### src/rtl/lsu_pkg.sv
// rtl/lsu_pkg.sv - shared encodings for the load/store unit
package lsu_pkg;

  localparam int LANES = 4;

  localparam logic [1:0] SIZE_BYTE = 2'b00;
  localparam logic [1:0] SIZE_HALF = 2'b01;
  localparam logic [1:0] SIZE_WORD = 2'b10;

  typedef enum logic {
    IDLE   = 1'b0,
    RMW_WR = 1'b1
  } state_e;

endpackage

### src/rtl/load_extract.sv
// rtl/load_extract.sv - lane select and sign/zero extension of a loaded word
module load_extract
  import lsu_pkg::*;
(
  input  logic [31:0] word,
  input  logic [1:0]  offset,
  input  logic [1:0]  size,
  input  logic        sign_ext,
  output logic [31:0] data
);

  logic [7:0]  byte_sel;
  logic [15:0] half_sel;

  always_comb begin
    byte_sel = word[{offset, 3'b000} +: 8];
    half_sel = word[{offset[1], 4'b0000} +: 16];
    data     = '0;
    case (size)
      SIZE_BYTE: data = {{24{sign_ext & byte_sel[7]}}, byte_sel};
      SIZE_HALF: data = {{16{sign_ext & half_sel[15]}}, half_sel};
      SIZE_WORD: data = word;
      default:   data = '0;
    endcase
  end

endmodule

### src/rtl/load_store_unit.sv
// rtl/load_store_unit.sv - byte/half/word access on a word-only memory
// Sub-word stores become a registered read-modify-write over two cycles.
module load_store_unit
  import lsu_pkg::*;
#(
  parameter int ADDR_W = 32,
  parameter int DATA_W = 32
) (
  input  logic              CLK,
  input  logic              RESETn,
  input  logic              MemRead,
  input  logic              MemWrite,
  input  logic [1:0]        Size,
  input  logic              SignExt,
  input  logic [ADDR_W-1:0] Address,
  input  logic [DATA_W-1:0] StoreData,
  output logic [DATA_W-1:0] LoadData,
  output logic              Stall,
  output logic              Fault,
  output logic              FaultFlag,
  input  logic              ClearFault,
  output logic [ADDR_W-1:0] MemAddress,
  output logic [DATA_W-1:0] MemWriteData,
  output logic              MemWE,
  input  logic [DATA_W-1:0] MemReadData
);

  state_e            state_q, state_d;
  logic [DATA_W-1:0] merge_q, merge_d;
  logic [ADDR_W-1:0] addr_q;
  logic              fault_flag_q;
  logic              misalign;
  logic              sub_store;
  logic [ADDR_W-1:0] word_addr;
  logic [DATA_W-1:0] extract_data;

  assign word_addr = {Address[ADDR_W-1:2], 2'b00};

  always_comb begin
    misalign = 1'b0;
    case (Size)
      SIZE_BYTE: misalign = 1'b0;
      SIZE_HALF: misalign = Address[0];
      SIZE_WORD: misalign = |Address[1:0];
      default:   misalign = 1'b1;
    endcase
  end

  // Faults are only meaningful for a request presented in IDLE.
  assign Fault = (state_q == IDLE) && (MemRead || MemWrite) &&
                 (misalign || (MemRead && MemWrite));

  assign sub_store = (state_q == IDLE) && MemWrite && !Fault &&
                     ((Size == SIZE_BYTE) || (Size == SIZE_HALF));

  always_comb begin
    merge_d = MemReadData;
    if (Size == SIZE_BYTE)
      merge_d[{Address[1:0], 3'b000} +: 8] = StoreData[7:0];
    else
      merge_d[{Address[1], 4'b0000} +: 16] = StoreData[15:0];
  end

  load_extract u_load_extract (
    .word     (MemReadData),
    .offset   (Address[1:0]),
    .size     (Size),
    .sign_ext (SignExt),
    .data     (extract_data)
  );

  assign LoadData  = Fault ? '0 : extract_data;
  assign FaultFlag = fault_flag_q;

  always_comb begin
    state_d      = state_q;
    MemAddress   = word_addr;
    MemWriteData = StoreData;
    MemWE        = 1'b0;
    Stall        = 1'b0;
    case (state_q)
      IDLE: begin
        if (sub_store) begin
          Stall   = 1'b1;
          state_d = RMW_WR;
        end else if (MemWrite && !Fault) begin
          MemWE = 1'b1;
        end
      end
      RMW_WR: begin
        MemAddress   = addr_q;
        MemWriteData = merge_q;
        MemWE        = 1'b1;
        state_d      = IDLE;
      end
      default: state_d = IDLE;
    endcase
    // Reset must silence memory immediately, not at the next edge.
    if (!RESETn) begin
      MemWE = 1'b0;
      Stall = 1'b0;
    end
  end

  always_ff @(posedge CLK or negedge RESETn) begin
    if (!RESETn) begin
      state_q      <= IDLE;
      merge_q      <= '0;
      addr_q       <= '0;
      fault_flag_q <= 1'b0;
    end else begin
      state_q <= state_d;
      if (sub_store) begin
        merge_q <= merge_d;
        addr_q  <= word_addr;
      end
      if (Fault)
        fault_flag_q <= 1'b1;
      else if (ClearFault)
        fault_flag_q <= 1'b0;
    end
  end

endmodule
### config.mk
export PLATFORM = sky130hd
export DESIGN_NAME = load_store_unit
export DESIGN_NICKNAME = d
export VERILOG_FILES = /design/src/rtl/lsu_pkg.sv /design/src/rtl/load_extract.sv /design/src/rtl/load_store_unit.sv
export SDC_FILE = /design/constraint.sdc
export NUM_CORES = 1
export LEC_CHECK = 0
export ABC_CLOCK_PERIOD_IN_PS = 3100
export BUFFER_PORTS_ARGS = -buffer_cell sky130_fd_sc_hd__buf_2
export CAP_MARGIN = 30
export CORE_MARGIN = 5
export CORE_UTILIZATION = 38
export CTS_CLUSTER_SIZE = 12
export DETAILED_ROUTE_END_ITERATION = 8
export HOLD_SLACK_MARGIN = 0.03
export PLACE_DENSITY_LB_ADDON = 0.08
export SYNTH_ARGS = -nofsm -noshare
export SYNTH_HDL_FRONTEND = slang
export SYNTH_SLANG_ARGS = --single-unit
### constraint.sdc
create_clock -name CLK -period 3.1 [get_ports CLK]
set_input_delay 0.62 -clock CLK [delete_from_list [all_inputs] [get_ports CLK]]
set_output_delay 0.62 -clock CLK [all_outputs]
set_load 0.01 [all_outputs]
## After elaboration in Yosys (flattened, before gate mapping)

Index checks and enable logic that the tools add are counted.

| operators by class | value |
|---|---|
| reductions and logical operators | 14 |
| shift operators | 6 |
| multiplexer cells | 18 |
| bitwise operators | 3 |
| eq/ne operators | 2 |
| $add $sub $neg | 2 |

Operator list:

| operator | count |
|---|---|
| $mux 32 | 4 |
| $pmux 32 s3 | 1 |
| $bwmux 32 | 2 |
| $shift 16x7->32 const A | 1 |
| $shift 8x7->32 const A | 1 |
| $shiftx 16x7->32 | 1 |
| $shiftx 32x6->16 | 1 |
| $shiftx 32x6->8 | 1 |
| $shiftx 8x7->32 | 1 |
| $neg 5->7 | 2 |
| $mux 1 | 8 |
| $logic_and 1x1->1 | 7 |
| $pmux 1 s2 | 2 |
| $logic_or 1x1->1 | 3 |
| $pmux 1 s3 | 1 |
| $and 1x1->1 | 2 |
| $eq 2x1->1 const B | 1 |
| $eq 2x2->1 const B | 1 |
| $logic_not 2->1 | 1 |
| $reduce_bool 2->1 | 1 |
| $reduce_or 2->1 | 1 |
| $logic_not 1->1 | 1 |
| $not 1->1 | 1 |

| storage, ports and cells | value |
|---|---|
| word-level logic and storage cells | 49 |
| bits of input ports | 104 |
| register bits after elaboration | 64 |

## Logic depth before layout (Yosys ltp)

Gate-level depths: netlist (run 1).

| depth | value |
|---|---|
| depth after elaboration | 10 |
| gate-level depth with buffers | 8 |
| mapped depth without buffers | 6 |

## By module

Synthesis (run 1) repeated with hierarchy kept, for this count alone.

| second synthesis, totals | value |
|---|---|
| cell total of the unflattened synthesis | 544 |
| area total of the unflattened synthesis | 5260.0 um2 |

By module, submodules not included:

| module | seq. area each (um2) | cells an instance | area each (um2) | times used |
|---|---|---|---|---|
| load_store_unit | 1601.5 | 427 | 4503.1 | 1 |
| load_extract | 0.0 | 117 | 757.0 | 1 |

## Worst setup path after synthesis (run 1)

OpenSTA, ideal clock, no wires.

| timing | value |
|---|---|
| kind | input -> output |
| start point | input Address[0] |
| end point | output LoadData[0] |
| stages on the path | 8 |
| data required time | 2.480 ns |
| arrival | 2.212 ns |
| slack | 0.268 ns |
| buffers on the path | 2 |
| cells stage by stage | buf_6 > inv_1 > ha_1 > or2b_1 > a311oi_2 > a21o_4 > buf_6 > nor2_1 |

| between the ends | value |
|---|---|
| word-level cells in the longest chain between the ends | 5 |
| elaborated cells on any way between the ends | 7 |

RTL lines:

| what | line | RTL |
|---|---|---|
| from (decl) | load_store_unit.sv:15 | `input logic [ADDR_W-1:0] Address,` |
| $reduce_or 2->1 | load_store_unit.sv:44 | `SIZE_WORD: misalign = \|Address[1:0];` |
| $pmux 1 s3 (*) | load_store_unit.sv:41 | `case (Size)` |
| $logic_or 1x1->1 (*) | load_store_unit.sv:51 | `(misalign \|\| (MemRead && MemWrite));` |
| $logic_and 1x1->1 (*) | load_store_unit.sv:50 | `assign Fault = (state_q == IDLE) && (MemRead \|\| MemWrite) &&` |
| net Fault | load_store_unit.sv:19 | `output logic Fault,` |
| $mux 32 (*) | load_store_unit.sv:72 | `assign LoadData = Fault ? '0 : extract_data;` |
| to (decl) | load_store_unit.sv:17 | `output logic [DATA_W-1:0] LoadData,` |

Mark *: on every way through the listed nets, which the timed path passes. The rest lies on a longest branch.

## Worst setup path after layout (run 1)

| timing | value |
|---|---|
| start point | input Address[1] |
| end point | output LoadData[24] |

| between the ends | value |
|---|---|
| word-level cells in the longest chain between the ends | 5 |
| elaborated cells on any way between the ends | 10 |

RTL lines:

| what | line |
|---|---|
| parallel branches: the longest is 4 deep, another holds $shiftx 32x6->16 | - |
| $mux 32 (*) | load_store_unit.sv:72 |

Mark *: on every way between the ends.

==> summary.md, run 1 <==
| Metric | Value |
|---|---|
| Status | `complete, no violations` |
| Setup crit end kind | `output pin` |
| Drt drc | `0` |
| Synth cell count leaders | `nand2_1 (126), mux2_2 (85), dfrtp_1 (64), nor2_1 (43), a221oi_1 (32)` |
| Max_cap viols | `0` |
| Vias in the first global route | `4686` |
| Hold_buf cts | `0` |
| Placed Instances | `832` |
| Final setup viols | `0` |
| Final design utilization | `51.0%` |
| N_diodes | `0` |
| Area of the die | `0.0142 mm2` |
| Nets | `808` |
| Leakage Power | `2.88 nW` |
| Power per cell area | `474 mW/mm2` |
| Layout cell share with drive strength beyond 1 | `47.2%` |
| I/O Buffers | `201` |
| Setup Slack @ Placement | `0.206 ns` |
| Clk sink count | `64` |
| R2R depth | `6` |
| Max Fclk | `0.340 GHz` |
| Cts bufs inserted | `9` |
| Main synth FF type | `dfrtp_1` |
| Share of the synthesized area in the top cell type | `35.4%` |
| Synth Cell Area | `0.00453 mm2` |
| Post-CTS resize count | `0` |
| Worst Tran Pin Value | `0.920 ns` |
| Post-synthesis sequential area ratio | `35.4%` |
| First-pass GRT wire length | `25000 um` |
| Setup_tns | `0 ns` |
| Max clock buf depth | `2` |
| Arr. time, crit path | `2.32 ns` |
| Clock Latency Late Sink | `0.33 ns` |
| Peak VDD IR | `305 uV` |
| Initial antenna violation count | `0` |
| Cell taking the most area after synthesis | `dfrtp_1` |
| Die width | `119 um` |
| Vias/cell | `5.44` |
| Clk root buf | `clkbuf_16` |
| Post-route ant nets | `0` |
| Async S/R FF share, synth | `100%` |
| GRT Total Usage | `21.8%` |
| Top area cells in the synthesized netlist | `dfrtp_1 (35%), mux2_2 (21%), nand2_1 (10%)` |
| Post-synth EDFFs | `0` |
| Core area | `0.0116 mm2` |
| Final WS setup | `0.158 ns` |
| Detailed Route WL | `15800 um` |
| Cell row count | `39` |
| Global route overflow | `0` |
| Vias | `4611` |
| Skew final | `0.00693 ns` |
| Worst hold path type | `input port to async pin` |
| CTS tree | `built` |
| Die Height | `119 um` |
| Yosys reg bits | `64` |
| Crit path max fanout | `29` |
| Hold slack final | `0.179 ns` |
| Distinct cell type count after synthesis | `44` |
| Initial DRC Count | `275` |
| Non-filler cells, final | `847` |
| Gpl congestion | `0.916` |
| Critical path class | `input port to output pin` |
| HPWL after DPL | `11700 um` |
| Routed length per instance | `18.7 um` |
| Syn Area/Cell | `8.90 um2` |
| Hold Fails Final Rpt | `0` |
| Worst endpoint required time | `2.48 ns` |
| Max_slew headroom | `38.2%` |
| Fin crit period | `2.94 ns` |
| Pin count of the biggest net entering global routing | `64` |
| Final Slew Violations | `0` |
| Initial Utilization | `39.2%` |
| Num ports | `204` |
| Post-CTS Setup Bufs | `0` |
| Gate Count Post-Synth | `509` |
| Synth Warn # | `0` |
| Fill count | `1139` |
| CTS H-tree lvls | `3` |
| Unrepaired setup endpoints after global routing | `false` |
| Area Overhead vs Synth | `30.3%` |
| DR pass1 iterations | `7` |
| Period utilization | `94.9%` |
| Most frequent cell after synthesis | `nand2_1` |
| Crit path launch type | `input port` |
| Reg clk slew, reported paths | `0.06 ns` |
[cell families (layout without fill, tap and decap cells)]
group	after synthesis	in the layout	share of synthesized area [%]
compound gates	117	117	18.2
other cells	1	2	0.0828
mux	88	88	21.8
flops	64	64	35.4
fa+ha+maj	4	4	1.11
buf+inv	45	239	5.61
simple gates	190	190	17.8
[per-stage QoR]
| stage | power, mW | instance area [um2] |
|---|---|---|
| 2_1_floorplan | 1.51 | 4530 |
| 3_5_place_dp | 1.82 | 5610 |
| 3_3_place_gp | 1.81 | 5610 |
| 6_report | 2.80 | 5900 |
| 5_1_grt | 2.97 | 5900 |
| 4_1_cts | 2.84 | 5900 |
[routing by layer]
metal | vias up | track usage, % | wire length, um
met5 | - | 0 | 0
met4 | 0 | 7.82 | 199
met3 | 14 | 3.79 | 930
met2 | 187 | 36.2 | 7800
met1 | 2202 | 28.6 | 6890
li1 | 2208 | - | -
[power breakdown]
group          internal [mW]  switching (mW)  leakage, nW
Combinational          0.314           0.402         1.96
Sequential             0.998          0.0898        0.777
Clock                  0.638           0.355        0.139
[cells in the final DEF (no fill, tap or decap), types with 3 or more instances in the layout]
cell and count:
a222oi_1 7, ha_1 4, nand2_1 126, mux2i_1 3, a221oi_1 32, buf_4 17, buf_2 200, o21ai_0 20
a22oi_1 7, clkbuf_16 9, nor3_1 3, dfrtp_1 63, nor2_1 43, inv_1 4, a21oi_1 27, o21ai_1 15
mux2_2 85, nor2b_1 3
[flip-flops by register name (all words and copies together) (netlist names)]
signal     flops
state_q        1
addr_q        30
merge_q       32
FaultFlag      1
[final cells by class]
cell class / count / area (um2) / share of cell area [%]
multi-input combinational: 401 / 2680 / 45.3
clock inverter: 3 / 42.5 / 0.721
sequential: 64 / 1600 / 27.2
clock buffer: 12 / 246 / 4.18
tap: 143 / 179 / 3.03
timing repair buffer: 217 / 1130 / 19.1
inverter: 7 / 26.3 / 0.445
[worst max-delay path, stage by stage]
cell	delay, ns
buf_2	0.09
buf_4	0.35
mux2i_1	0.42
o21ai_0	0.15
nand4b_1	0.23
buf_4	0.20
a21oi_1	0.08
buf_2	0.17
[path summary, 6_finish.rpt]
check | from | end | slack (ns)
worst min-delay path | RESETn | merge_q[13] | 0.18
worst min register to register | addr_q[3] | addr_q[3] | 0.47
min in group CLK | addr_q[3] | addr_q[3] | 0.47
worst max register to register | state_q | merge_q[8] | 1.08
worst max-delay path | Address[1] | LoadData[24] | 0.16
max in group asynchronous | RESETn | state_q | 1.99
Note: power is estimated with default switching activity, not from simulation.
==> run 2, diff against run 1 <==
SYNTH_HIERARCHICAL = 1   (was not set)
==> summary.md, run 2 <==
| Metric | Value |
|---|---|
| CTS tree | `built (unchanged)` |
| Commonest non-fill, non-tap cell in the layout | `buf_2 (unchanged)` |
| Initial Utilization | `38.3% (was 39.2%)` |
| Largest registers | `merge_q (32), addr_q (30) (unchanged)` |
| Hold Fails Final Rpt | `0 (unchanged)` |
| Worst endpoint required time | `2.48 ns (about the same)` |
| Top area cells in the synthesized netlist | `dfrtp_1 (30%), mux2_2 (17%), a21boi_0 (4.4%) (was dfrtp_1 (35%), mux2_2 (21%), nand2_1 (10%))` |
| Leakage Power | `3.04 nW (was 2.88 nW)` |
| Max reg flops | `32 (unchanged)` |
| Global route overflow | `0 (unchanged)` |
| Worst hold path type | `input port to async pin (unchanged)` |
| Post-route ant nets | `0 (unchanged)` |
| Initial DRC Count | `425 (was 275)` |
| Reg clk slew, reported paths | `0.06 ns (about the same)` |
| Yosys reg bits | `64 (unchanged)` |
| Async S/R FF share, synth | `100% (unchanged)` |
| Nets | `831 (was 808)` |
| Max Fclk | `0.361 GHz (was 0.340 GHz)` |
| DR pass1 iterations | `5 (was 7)` |
| Most frequent cells in the layout | `buf_2 (201), mux2_2 (80), dfrtp_1 (63), o21ai_0 (34), a21boi_0 (31) (was buf_2 (200), nand2_1 (126), mux2_2 (85), dfrtp_1 (63), nor2_1 (43))` |
| Skew final | `0.00856 ns (was 0.00693 ns)` |
| Max clock buf depth | `2 (unchanged)` |
| Synth Cell Area | `0.00526 mm2 (was 0.00453 mm2)` |
| Main synth FF type | `dfrtp_1 (unchanged)` |
| Area Overhead vs Synth | `27.7% (was 30.3%)` |
| Cell row count | `43 (was 39)` |
| Fin crit period | `2.77 ns (was 2.94 ns)` |
| Layout cell share with drive strength beyond 1 | `48.4% (was 47.2%)` |
| Gpl congestion | `0.857 (was 0.916)` |
| Vias/cell | `5.78 (was 5.44)` |
| Top reg by flops | `merge_q (unchanged)` |
| Critical path class | `input port to output pin (unchanged)` |
| Most frequent cell after synthesis | `mux2_2 (was nand2_1)` |
| Syn Area/Cell | `9.67 um2 (was 8.90 um2)` |
| Max_cap viols | `0 (unchanged)` |
| Crit path cell chain | `buf_2 -> buf_4 -> mux2i_1 -> o22ai_1 -> a21boi_0 -> buf_2 (was buf_2 -> buf_4 -> mux2i_1 -> o21ai_0 -> nand4b_1 -> buf_4 -> a21oi_1 -> buf_2)` |
| Setup crit end kind | `output pin (unchanged)` |
| Clk root buf | `clkbuf_16 (unchanged)` |
| Arr. time, crit path | `2.15 ns (was 2.32 ns)` |
| Fill count | `1356 (was 1139)` |
| Largest stage delay, worst path | `0.51 ns (was 0.42 ns)` |
| Status | `complete, no violations (unchanged)` |
| Cell taking the most area after synthesis | `dfrtp_1 (unchanged)` |
| N_diodes | `0 (unchanged)` |
| Die Height | `128 um (was 119 um)` |
| Post-synth EDFFs | `0 (unchanged)` |
| Final Slew Violations | `0 (unchanged)` |
| Clock Latency Late Sink | `0.33 ns (about the same)` |
| Synth Warn # | `6 (was 0)` |
| Cts bufs inserted | `9 (unchanged)` |
| CTS H-tree lvls | `3 (unchanged)` |
| Core area | `0.0137 mm2 (was 0.0116 mm2)` |
| Period utilization | `89.3% (was 94.9%)` |
| Gate Count Post-Synth | `544 (was 509)` |
| Post-CTS Setup Bufs | `0 (unchanged)` |
| Area post-placement | `0.00639 mm2 (was 0.00561 mm2)` |
| Pin count of the biggest net entering global routing | `56 (was 64)` |
| Routed length per instance | `20.1 um (was 18.7 um)` |
| Post-CTS resize count | `0 (unchanged)` |
| Final instance area | `0.00672 mm2 (was 0.00590 mm2)` |
| Cell mode on critical path | `buf_2` |
| Clk sink count | `64 (unchanged)` |
| Hold_buf cts | `0 (unchanged)` |
| Die width | `128 um (was 119 um)` |
| Peak VDD IR | `233 uV (was 305 uV)` |
| Crit path max fanout | `34 (was 29)` |
| Drt drc | `0 (unchanged)` |
| Post-synthesis sequential area ratio | `30.4% (was 35.4%)` |
| Final setup viols | `0 (unchanged)` |
| Synth cell count leaders | `mux2_2 (80), dfrtp_1 (64), o21ai_0 (34), a21boi_0 (31), clkbuf_1 (28) (was nand2_1 (126), mux2_2 (85), dfrtp_1 (64), nor2_1 (43), a221oi_1 (32))` |
| Hold slack final | `0.167 ns (was 0.179 ns)` |
| Vias | `5252 (was 4611)` |
| I/O Buffers | `201 (unchanged)` |
| Unrepaired setup endpoints after global routing | `false (unchanged)` |
| Vias in the first global route | `5211 (was 4686)` |
| Power per cell area | `460 mW/mm2 (was 474 mW/mm2)` |
| First-pass GRT wire length | `28700 um (was 25000 um)` |
| Setup_tns | `0 ns (unchanged)` |
| Worst Tran Pin Value | `0.699 ns (was 0.920 ns)` |
| HPWL after DPL | `13700 um (was 11700 um)` |
| Max_slew headroom | `53.4% (was 38.2%)` |
| Detailed Route WL | `18300 um (was 15800 um)` |
| GRT Total Usage | `21.9% (was 21.8%)` |
| Share of the synthesized area in the top cell type | `30.4% (was 35.4%)` |
| Distinct cell type count after synthesis | `54 (was 44)` |
| Slowest CP cell | `mux2i_1 (unchanged)` |
| Initial antenna violation count | `0 (unchanged)` |
| Num ports | `204 (unchanged)` |
| Crit path launch type | `input port (unchanged)` |
| Area of the die | `0.0163 mm2 (was 0.0142 mm2)` |
==> run 2: changes by cell type after synthesis, sizes merged, moves of 11 or more <==
cell / before / now
nand2: 126 / 20
nor2: 44 / 10
a21boi: 1 / 32
a31oi: 0 / 24
a211oi: 0 / 16
a221oi: 32 / 16
a32oi: 0 / 16
nand3: 1 / 17
clkbuf: 13 / 28
o31ai: 1 / 16
nor2b: 4 / 18
a21oi: 28 / 17
==> run 2: where the power goes <==
group          internal [mW]  total, mW  switching (mW)
clock network          0.721       1.08           0.356
registers               1.02       1.12           0.103
logic                  0.425      0.892           0.467
==> run 2: worst max-delay path, delay by kind of cell <==
| kind | cells | cell delay, ns |
|---|---|---|
| AO/OA/AOI/OAI | 2 | 0.33 |
| buffers and inverters | 3 | 0.69 |
| multiplexers | 1 | 0.51 |
==> run 2: logic make-up (layout without fill, tap and decap cells) <==
kind of cell / after synthesis / in the layout / share of synthesized area [%]
fa+ha+maj: 4 / 4 / 0.952
compound gates: 193 / 193 / 25.7
simple gates: 117 / 117 / 14.0
mux: 103 / 103 / 23.3
buf+inv: 62 / 245 / 5.57
other cells: 1 / 2 / 0.0713
flops: 64 / 64 / 30.4
==> run 2: final cells by class <==
| class | instances | area (um2) | area share (%) |
|---|---|---|---|
| Multi-Input combinational cell | 419 | 3380 | 50.3 |
| Sequential cell | 64 | 1600 | 23.9 |
| Timing Repair Buffer | 222 | 1160 | 17.3 |
| Clock buffer | 10 | 239 | 3.56 |
| Tap cell | 180 | 225 | 3.35 |
| Clock inverter | 6 | 82.6 | 1.23 |
| Inverter | 7 | 26.3 | 0.391 |
==> run 2: layer usage <==
| layer | track usage [%] | share of wire [%] | vias to the layer above |
|---|---|---|---|
| met3 | 3.96 | 7.4 | 28 |
| met2 | 33.6 | 44 | 236 |
| met1 | 31.2 | 45 | 2530 |
| li1 | - | - | 2458 |
| met5 | 0 | 0 | - |
| met4 | 7.30 | 2.8 | 0 |
==> run 2: metrics by stage <==
stage	utilization (%)	cells	setup WS, ns	power (mW)
2_1_floorplan	-	545	0.308	1.65
3_3_place_gp	46.6	892	0.366	2.01
3_5_place_dp	46.6	892	0.365	2.02
4_1_cts	48.9	908	0.360	3.11
5_1_grt	48.9	908	0.196	3.26
6_report	48.9	908	0.332	3.09
==> run 2: final timing paths <==
path                       startpoint          end  slack [ns]  depth (start not counted)
setup / recovery           Address[1]  LoadData[3]        0.33                          6
hold / removal                 RESETn   addr_q[30]        0.17                          1
max in group asynchronous      RESETn      state_q        1.90                          2
setup reg to reg              state_q  merge_q[22]        1.02                          5
hold reg to reg            addr_q[29]   addr_q[29]        0.50                          1
min in group CLK           addr_q[29]   addr_q[29]        0.50                          1
